`config.mk`:
```
export PLATFORM = sky130hd
export DESIGN_NAME = clk_div_cfg_ctrl_flat
export DESIGN_NICKNAME = d
export VERILOG_FILES = /design/src/rtl/clk_div_pkg.sv /design/src/rtl/clk_div_cfg_ctrl_if.sv /design/src/rtl/clk_div_edge_sync.sv /design/src/rtl/clk_div_cfg_ctrl.sv /design/src/flat_wrapper.sv
export SDC_FILE = /design/constraint.sdc
export NUM_CORES = 1
export LEC_CHECK = 0
export CORE_MARGIN = 5
export CORE_UTILIZATION = 57
export DETAILED_ROUTE_END_ITERATION = 7
export MAX_ROUTING_LAYER = met4
export PLACE_DENSITY = 0.83
export SYNTH_ARGS = -nofsm -noshare
export SYNTH_HDL_FRONTEND = slang
export SYNTH_SLANG_ARGS = --single-unit
```
`constraint.sdc`:
```
create_clock -name I_ref_clk -period 4.7 [get_ports I_ref_clk]
set_clock_uncertainty 0.1 [all_clocks]
set_input_delay 0.47 -clock I_ref_clk [delete_from_list [all_inputs] [get_ports I_ref_clk]]
set_output_delay 0.47 -clock I_ref_clk [all_outputs]
set_load 0.005 [all_outputs]
```
`src/rtl/clk_div_pkg.sv`:
```
// Shared types and helpers for the divider configuration stage.
package clk_div_pkg;

  typedef enum logic [1:0] {
    RUN,
    DRAIN,
    LOAD,
    SETTLE
  } state_t;

  localparam int unsigned MIN_RATIO = 2;

  function automatic logic ratio_ok(
    input int unsigned r,
    input int unsigned max_r
  );
    return (r >= MIN_RATIO) && (r <= max_r);
  endfunction

  function automatic int unsigned ratio_clamp(
    input int unsigned r,
    input int unsigned max_r
  );
    if (r < MIN_RATIO) return MIN_RATIO;
    if (r > max_r) return max_r;
    return r;
  endfunction

endpackage

```
`src/rtl/clk_div_cfg_ctrl_if.sv`:
```
// Ratio update handshake between register file and divider config stage.
interface clk_div_cfg_ctrl_if #(
  parameter int WIDTH = 8
);

  logic             valid;
  logic [WIDTH-1:0] ratio;
  logic             ready;

  modport master (
    output valid,
    output ratio,
    input  ready
  );

  modport slave (
    input  valid,
    input  ratio,
    output ready
  );

endinterface

```
`src/rtl/clk_div_edge_sync.sv`:
```
// Two-flop sampler of the divided clock with falling-edge detect.
module clk_div_edge_sync (
  input  logic clk,
  input  logic rst_n,
  input  logic din,
  output logic fall
);

  logic [2:0] sh;

  always_ff @(posedge clk or negedge rst_n) begin
    if (!rst_n) sh <= '0;
    else        sh <= {sh[1:0], din};
  end

  assign fall = sh[2] & ~sh[1];

endmodule

```
`src/rtl/clk_div_cfg_ctrl.sv`:
```
// Divider ratio/enable/reset sequencer with glitch-safe reload.
// Define CLK_DIV_CFG_CLAMP_EN to clamp illegal ratios instead of rejecting.
module clk_div_cfg_ctrl
  import clk_div_pkg::*;
#(
  parameter int WIDTH         = 8,
  parameter int MAX_RATIO     = 255,
  parameter int DEFAULT_RATIO = 2,
  parameter int SETTLE_CYC    = 4
) (
  input  logic             I_ref_clk,
  input  logic             I_rst_n,
  clk_div_cfg_ctrl_if.slave cfg,
  input  logic             I_div_clk,
  output logic [WIDTH-1:0] O_div_ratio,
  output logic             O_clk_en,
  output logic             O_div_rst_n,
  output logic             O_busy,
  output logic             O_cfg_err
);

  localparam int TMO = 2 * MAX_RATIO + 2;
  localparam int TW  = $clog2(TMO);
  localparam int SW  = $clog2(SETTLE_CYC + 1);
  localparam int CW  = (TW > SW) ? TW : SW;

  localparam logic [CW-1:0]    TMO_LAST = CW'(TMO - 1);
  localparam logic [CW-1:0]    SET_LAST = CW'(SETTLE_CYC - 1);
  localparam logic [WIDTH-1:0] DEF_R    = WIDTH'(DEFAULT_RATIO);

  state_t           state;
  logic [CW-1:0]    cnt;
  logic [WIDTH-1:0] staged;
  logic [WIDTH-1:0] req;
  logic             req_bad;
  logic             req_take;
  logic             fall;

  clk_div_edge_sync u_sync (
    .clk  (I_ref_clk),
    .rst_n(I_rst_n),
    .din  (I_div_clk),
    .fall (fall)
  );

  always_comb begin
    req_bad = !ratio_ok(32'(cfg.ratio), MAX_RATIO);
`ifdef CLK_DIV_CFG_CLAMP_EN
    req      = WIDTH'(ratio_clamp(32'(cfg.ratio), MAX_RATIO));
    req_take = 1'b1;
`else
    req      = cfg.ratio;
    req_take = !req_bad;
`endif
  end

  always_ff @(posedge I_ref_clk or negedge I_rst_n) begin
    if (!I_rst_n) begin
      state       <= SETTLE;
      cnt         <= '0;
      staged      <= DEF_R;
      O_div_ratio <= DEF_R;
      O_clk_en    <= 1'b0;
      O_div_rst_n <= 1'b0;
      cfg.ready   <= 1'b0;
      O_busy      <= 1'b1;
      O_cfg_err   <= 1'b0;
    end else begin
      O_cfg_err <= 1'b0;
      unique case (state)
        RUN: begin
          if (cfg.valid && cfg.ready) begin
            O_cfg_err <= req_bad;
            // same-ratio requests are absorbed without touching the divider
            if (req_take && (req != O_div_ratio)) begin
              staged    <= req;
              state     <= DRAIN;
              cnt       <= '0;
              cfg.ready <= 1'b0;
              O_busy    <= 1'b1;
            end
          end
        end
        DRAIN: begin
          if (fall || (cnt == TMO_LAST)) begin
            state       <= LOAD;
            O_div_ratio <= staged;
            O_clk_en    <= 1'b0;
            O_div_rst_n <= 1'b0;
          end else begin
            cnt <= cnt + CW'(1);
          end
        end
        LOAD: begin
          state <= SETTLE;
          cnt   <= '0;
        end
        SETTLE: begin
          if (cnt == SET_LAST) begin
            state       <= RUN;
            O_clk_en    <= 1'b1;
            O_div_rst_n <= 1'b1;
            cfg.ready   <= 1'b1;
            O_busy      <= 1'b0;
          end else begin
            cnt <= cnt + CW'(1);
          end
        end
        default: state <= SETTLE;
      endcase
    end
  end

endmodule

```
`src/flat_wrapper.sv`:
```
// flat-port wrapper written by rule: the top's interface ports become plain ports
module clk_div_cfg_ctrl_flat import clk_div_pkg::*;
#(
  parameter int WIDTH         = 8,
  parameter int MAX_RATIO     = 255,
  parameter int DEFAULT_RATIO = 2,
  parameter int SETTLE_CYC    = 4
)
  (I_ref_clk, I_rst_n, I_div_clk, O_div_ratio, O_clk_en, O_div_rst_n, O_busy, O_cfg_err, cfg_valid, cfg_ratio, cfg_ready);
  clk_div_cfg_ctrl_if #(.WIDTH(WIDTH)) cfg_i ();
  input  logic I_ref_clk;
  input  logic I_rst_n;
  input  logic I_div_clk;
  output logic [WIDTH-1:0] O_div_ratio;
  output logic O_clk_en;
  output logic O_div_rst_n;
  output logic O_busy;
  output logic O_cfg_err;
  input wire logic [$bits(cfg_i.valid)-1:0] cfg_valid;
  input wire logic [$bits(cfg_i.ratio)-1:0] cfg_ratio;
  output wire logic [$bits(cfg_i.ready)-1:0] cfg_ready;
  assign cfg_i.valid = cfg_valid;
  assign cfg_i.ratio = cfg_ratio;
  assign cfg_ready = cfg_i.ready;
  clk_div_cfg_ctrl #(.WIDTH(WIDTH), .MAX_RATIO(MAX_RATIO), .DEFAULT_RATIO(DEFAULT_RATIO), .SETTLE_CYC(SETTLE_CYC)) u_core (.I_ref_clk(I_ref_clk), .I_rst_n(I_rst_n), .cfg(cfg_i), .I_div_clk(I_div_clk), .O_div_ratio(O_div_ratio), .O_clk_en(O_clk_en), .O_div_rst_n(O_div_rst_n), .O_busy(O_busy), .O_cfg_err(O_cfg_err));
endmodule
```
==> run_results.csv <==
group,metric,value,unit
global_routing,number_of_global_route_vias_before_repair,1401,
worst_setup_path,critical_path.cell_chain,"ha_1 -> and3_1 -> and3_2 -> and3_1 -> ha_1 -> nor2_1 -> nor2b_1 -> a21oi_1 -> mux2_2",
global_routing,maximum_number_of_pins_on_one_net_before_global_route_repair,35,
worst_setup_path,critical_path_data_arrival_time,3390,ps
sta,min_period,3280,ps
floorplan,die_h,65.2,um
finish,highest_count_cells_in_the_layout_ignoring_fill_and_taps,"31 x sky130_fd_sc_hd__nand2_1, 29 x sky130_fd_sc_hd__dfrtp_1, 24 x sky130_fd_sc_hd__clkdlybuf4s50_1, 10 x sky130_fd_sc_hd__nor2_1",
synthesis,synth-warning-count,0,
placed_design,postPlaceCellArea,2010,um^2
synthesis,main_combinational_cell_family_by_area_after_synthesis,"simple AND/OR/NAND/NOR gates",
route,post_drt_wl_per_cell,16.7,um
global_routing,grt_first_pass_wirelength,6670,um
floorplan,core,2980,um^2
worst_setup_path,path_class,"register to register",
sta,max_slew_margin,0.359,
worst_setup_path,critical_path.startpoint_type,"register",
worst_setup_path,critical_path.reg2reg.startpoint,"u_core.cnt[0]$_DFFE_PN0P_",
synthesis,postSynthAreaPerCell,10.3,um^2
sta,timing_worst_slew_pin_value,955,ps
sta,rsz0062_at_grt,"false",
global_routing,initial_antenna_violation_count,0,
finish,layout_commonest_cell,"sky130_fd_sc_hd__nand2_1",
sta,finalSetupViolCount,0,
synthesis,postSynth.topFlopCell,"sky130_fd_sc_hd__dfrtp_1",
clocking,htree_levels,2,
synthesis,postSynthNetCount,187,
worst_setup_path,kind_of_end_point_of_the_critical_path,"register",
synthesis,synth.lib_cells_used.distinct,38,
finish,drive_gt1_frac,0.167,
flow_run,max_cap_violations,0,
synthesis,synth-edff-count,0,
sta,hold_viol,0,
min_path,holdCritStartpoint,"u_core.u_sync.sh[0]$_DFF_PN0_",
clocking,clkSinkCount,34,
route,detailedRoute.firstIterationViolations,68,
floorplan,initial_core_util,0.584,
route,dr_total_vias,1381,
worst_setup_path,crit_path_start,"u_core.cnt[0]$_DFFE_PN0P_",
power_and_ir_drop,powerDensity,553,nW/um^2
worst_setup_path,number_of_cells_on_the_worst_reg_to_reg_path,9,
min_path,hold_path.class,"register to register",
finish,fin_area,2070,um^2
worst_setup_path,regToRegEndpoint,"u_core.cnt[8]$_DFFE_PN0P_",
status,status,"finished, final reports clean",
global_routing,groute.usage.overall,0.210,
sta,fmax,305,MHz
worst_setup_path,critPathRequiredTime,4820,ps
worst_setup_path,slowest_stage,"sky130_fd_sc_hd__a21oi_1",
sta,final_min_period_over_clock_period,0.697,
clocking,insertion_delay,330,ps
clocking,clockBufferDepth,2,
finish,area.growth.synth_to_final,19.2,%
route,ant_nets,0,
route,via_per_inst,5.98,
synthesis,synth-adder-area-share,0.0432,
finish,layout.nets,215,
worst_setup_path,worstSetupEndpoint,"u_core.cnt[8]$_DFFE_PN0P_",
sta,timing.final.max_slew_violations,0,
clocking,post-cts-setup-buffer-count,0,
floorplan,fp-row-count,20,
synthesis,syn_inst,169,
route,drt_drc_violations_left,0,
worst_setup_path,setup.reg_to_reg.worst_slack,1420,ps
route,drt-total-wl,3860,um
placed_design,gp_congestion,0.893,
global_routing,globalRouteOverflowTotal,0,
sta,fin_setup_tns,0,ps
clocking,cts_buffers,5,
floorplan,floorplan.die_area,4250,um^2
synthesis,synth_mux_area_frac,0.0648,
power_and_ir_drop,worst_ir_drop_vdd,0.000399,V
worst_setup_path,crit_path_largest_cell_delay,610,ps
floorplan,dieWidth,65.2,um
synthesis,mappedNetlistArea,1740,um^2
clocking,post_cts_resized,0,
route,drtPass1Iterations,4,
synthesis,synth-seq-area-share,0.493,
power_and_ir_drop,post-layout-total-power,1150,uW
power_and_ir_drop,static-leakage-power,0.000944,uW
synthesis,synth-simple-area-share,0.181,
placed_design,dpl_wire_length,2830,um
synthesis,synth-async-reset-ratio,1.00,
clocking,clock_transition_at_the_registers_of_the_reported_paths,100,ps
worst_setup_path,worst-path-max-fanout,12,
clocking,clock_tree_from_tritoncts,"built",
clocking,postCtsHoldBufs,0,
finish,n_antenna_cell,0,
synthesis,synth.ff_latch_count,34,
synthesis,synth_compound_gate_area_share,0.150,
synthesis,yosys.area_share.xor_xnor,0.0403,
placed_design,count_of_buffers_inserted_at_the_top_level_ports,24,
clocking,clk_root_buffer_cell,"sky130_fd_sc_hd__clkbuf_4",
floorplan,pin_count,25,
==> worst max-delay path, delay by kind of cell, from the launching register on <==
kind	cells	cell delay, ps
mux	1	410
simple gates	5	1180
compound gates	1	610
fa+ha+maj	2	430
flops	1	440
==> sequential cells by signal (all words and copies together) (netlist names) <==
register            cells
u_core.cnt              9
u_core.O_div_ratio      8
u_core.u_sync.sh        3
u_core.staged           8
u_core.O_cfg_err        1
u_core.state            2
u_core.O_div_rst_n      1
u_core.O_busy           1
u_core.cfg.ready        1
==> metal layers <==
metal | vias to the layer above | share of wire | GRT usage | routed length, um
met1 | 671 | 0.40 | 0.252 | 1560
met5 | - | 0 | - | 0
met4 | 0 | 0.016 | 0.0622 | 62
met2 | 44 | 0.52 | 0.351 | 2000
li1 | 657 | - | - | -
met3 | 9 | 0.061 | 0.0496 | 237
==> Yosys cell counts, drive strengths merged, types with 2 or more instances <==
cell,number,area [um^2]
nor3b,2,20.0
and3,3,20.0
ha,6,75.1
or4,2,18.8
o31a,4,35.0
nor2b,2,12.5
nor3,7,35.0
xnor2,8,70.1
a31o,4,35.0
dfrtp,29,726
o21ai,9,45.0
o41a,2,22.5
nand2,31,116
inv,7,26.3
a21o,3,22.5
nor2,11,48.8
clkbuf,4,15.0
nand4,3,18.8
mux2,10,113
dfstp,5,131
a21oi,5,25.0
==> kinds of logic (layout without fill, tap and decap cells) <==
group / after synthesis / after routing
XOR/XNOR: 8 / 8
adder cells (fa/ha/maj): 6 / 6
buffers and inverters: 12 / 41
AO/OA/AOI/OAI: 34 / 34
multiplexers: 10 / 10
flip-flops: 34 / 34
AND/OR/NAND/NOR: 65 / 65
==> stage by stage <==
step                      setup WS [ps]  instances  utilization  hold WS, ps
after detailed placement           1530        223        0.676          235
after global routing               1260        231        0.696          263
after floorplan                    1780        169            -         74.4
final                              1420        231        0.696          257
after CTS                          1470        231        0.696          258
after global placement             1590        223        0.676          238
==> where the power goes <==
part	total, uW	switching [uW]	internal [uW]
combinational	504	252	253
sequential	471	73.8	397
clock	171	98.2	72.5
==> worst min-delay path by stage <==
stage / end / slack (ps) / depth (start not counted)
6_report: u_core.u_sync.sh[1]$_DFF_PN0_ / 260 / 0
3_5_place_dp: u_core.u_sync.sh[1]$_DFF_PN0_ / 230 / 0
5_1_grt: u_core.u_sync.sh[1]$_DFF_PN0_ / 260 / 0
3_3_place_gp: u_core.u_sync.sh[1]$_DFF_PN0_ / 240 / 0
4_1_cts: u_core.u_sync.sh[1]$_DFF_PN0_ / 260 / 0
2_1_floorplan: u_core.O_cfg_err$_DFF_PN0_ / 70 / 0
==> cell type report <==
type	count	area, um^2
fillers	209	906
clock buffers	7	55.1
inverters	7	26.3
flip-flops and latches	34	857
multi-input cells	123	832
repair buffers	26	255
clock inverters	1	5.00
well taps	33	41.3
Note: power is estimated with default switching activity, not from simulation.
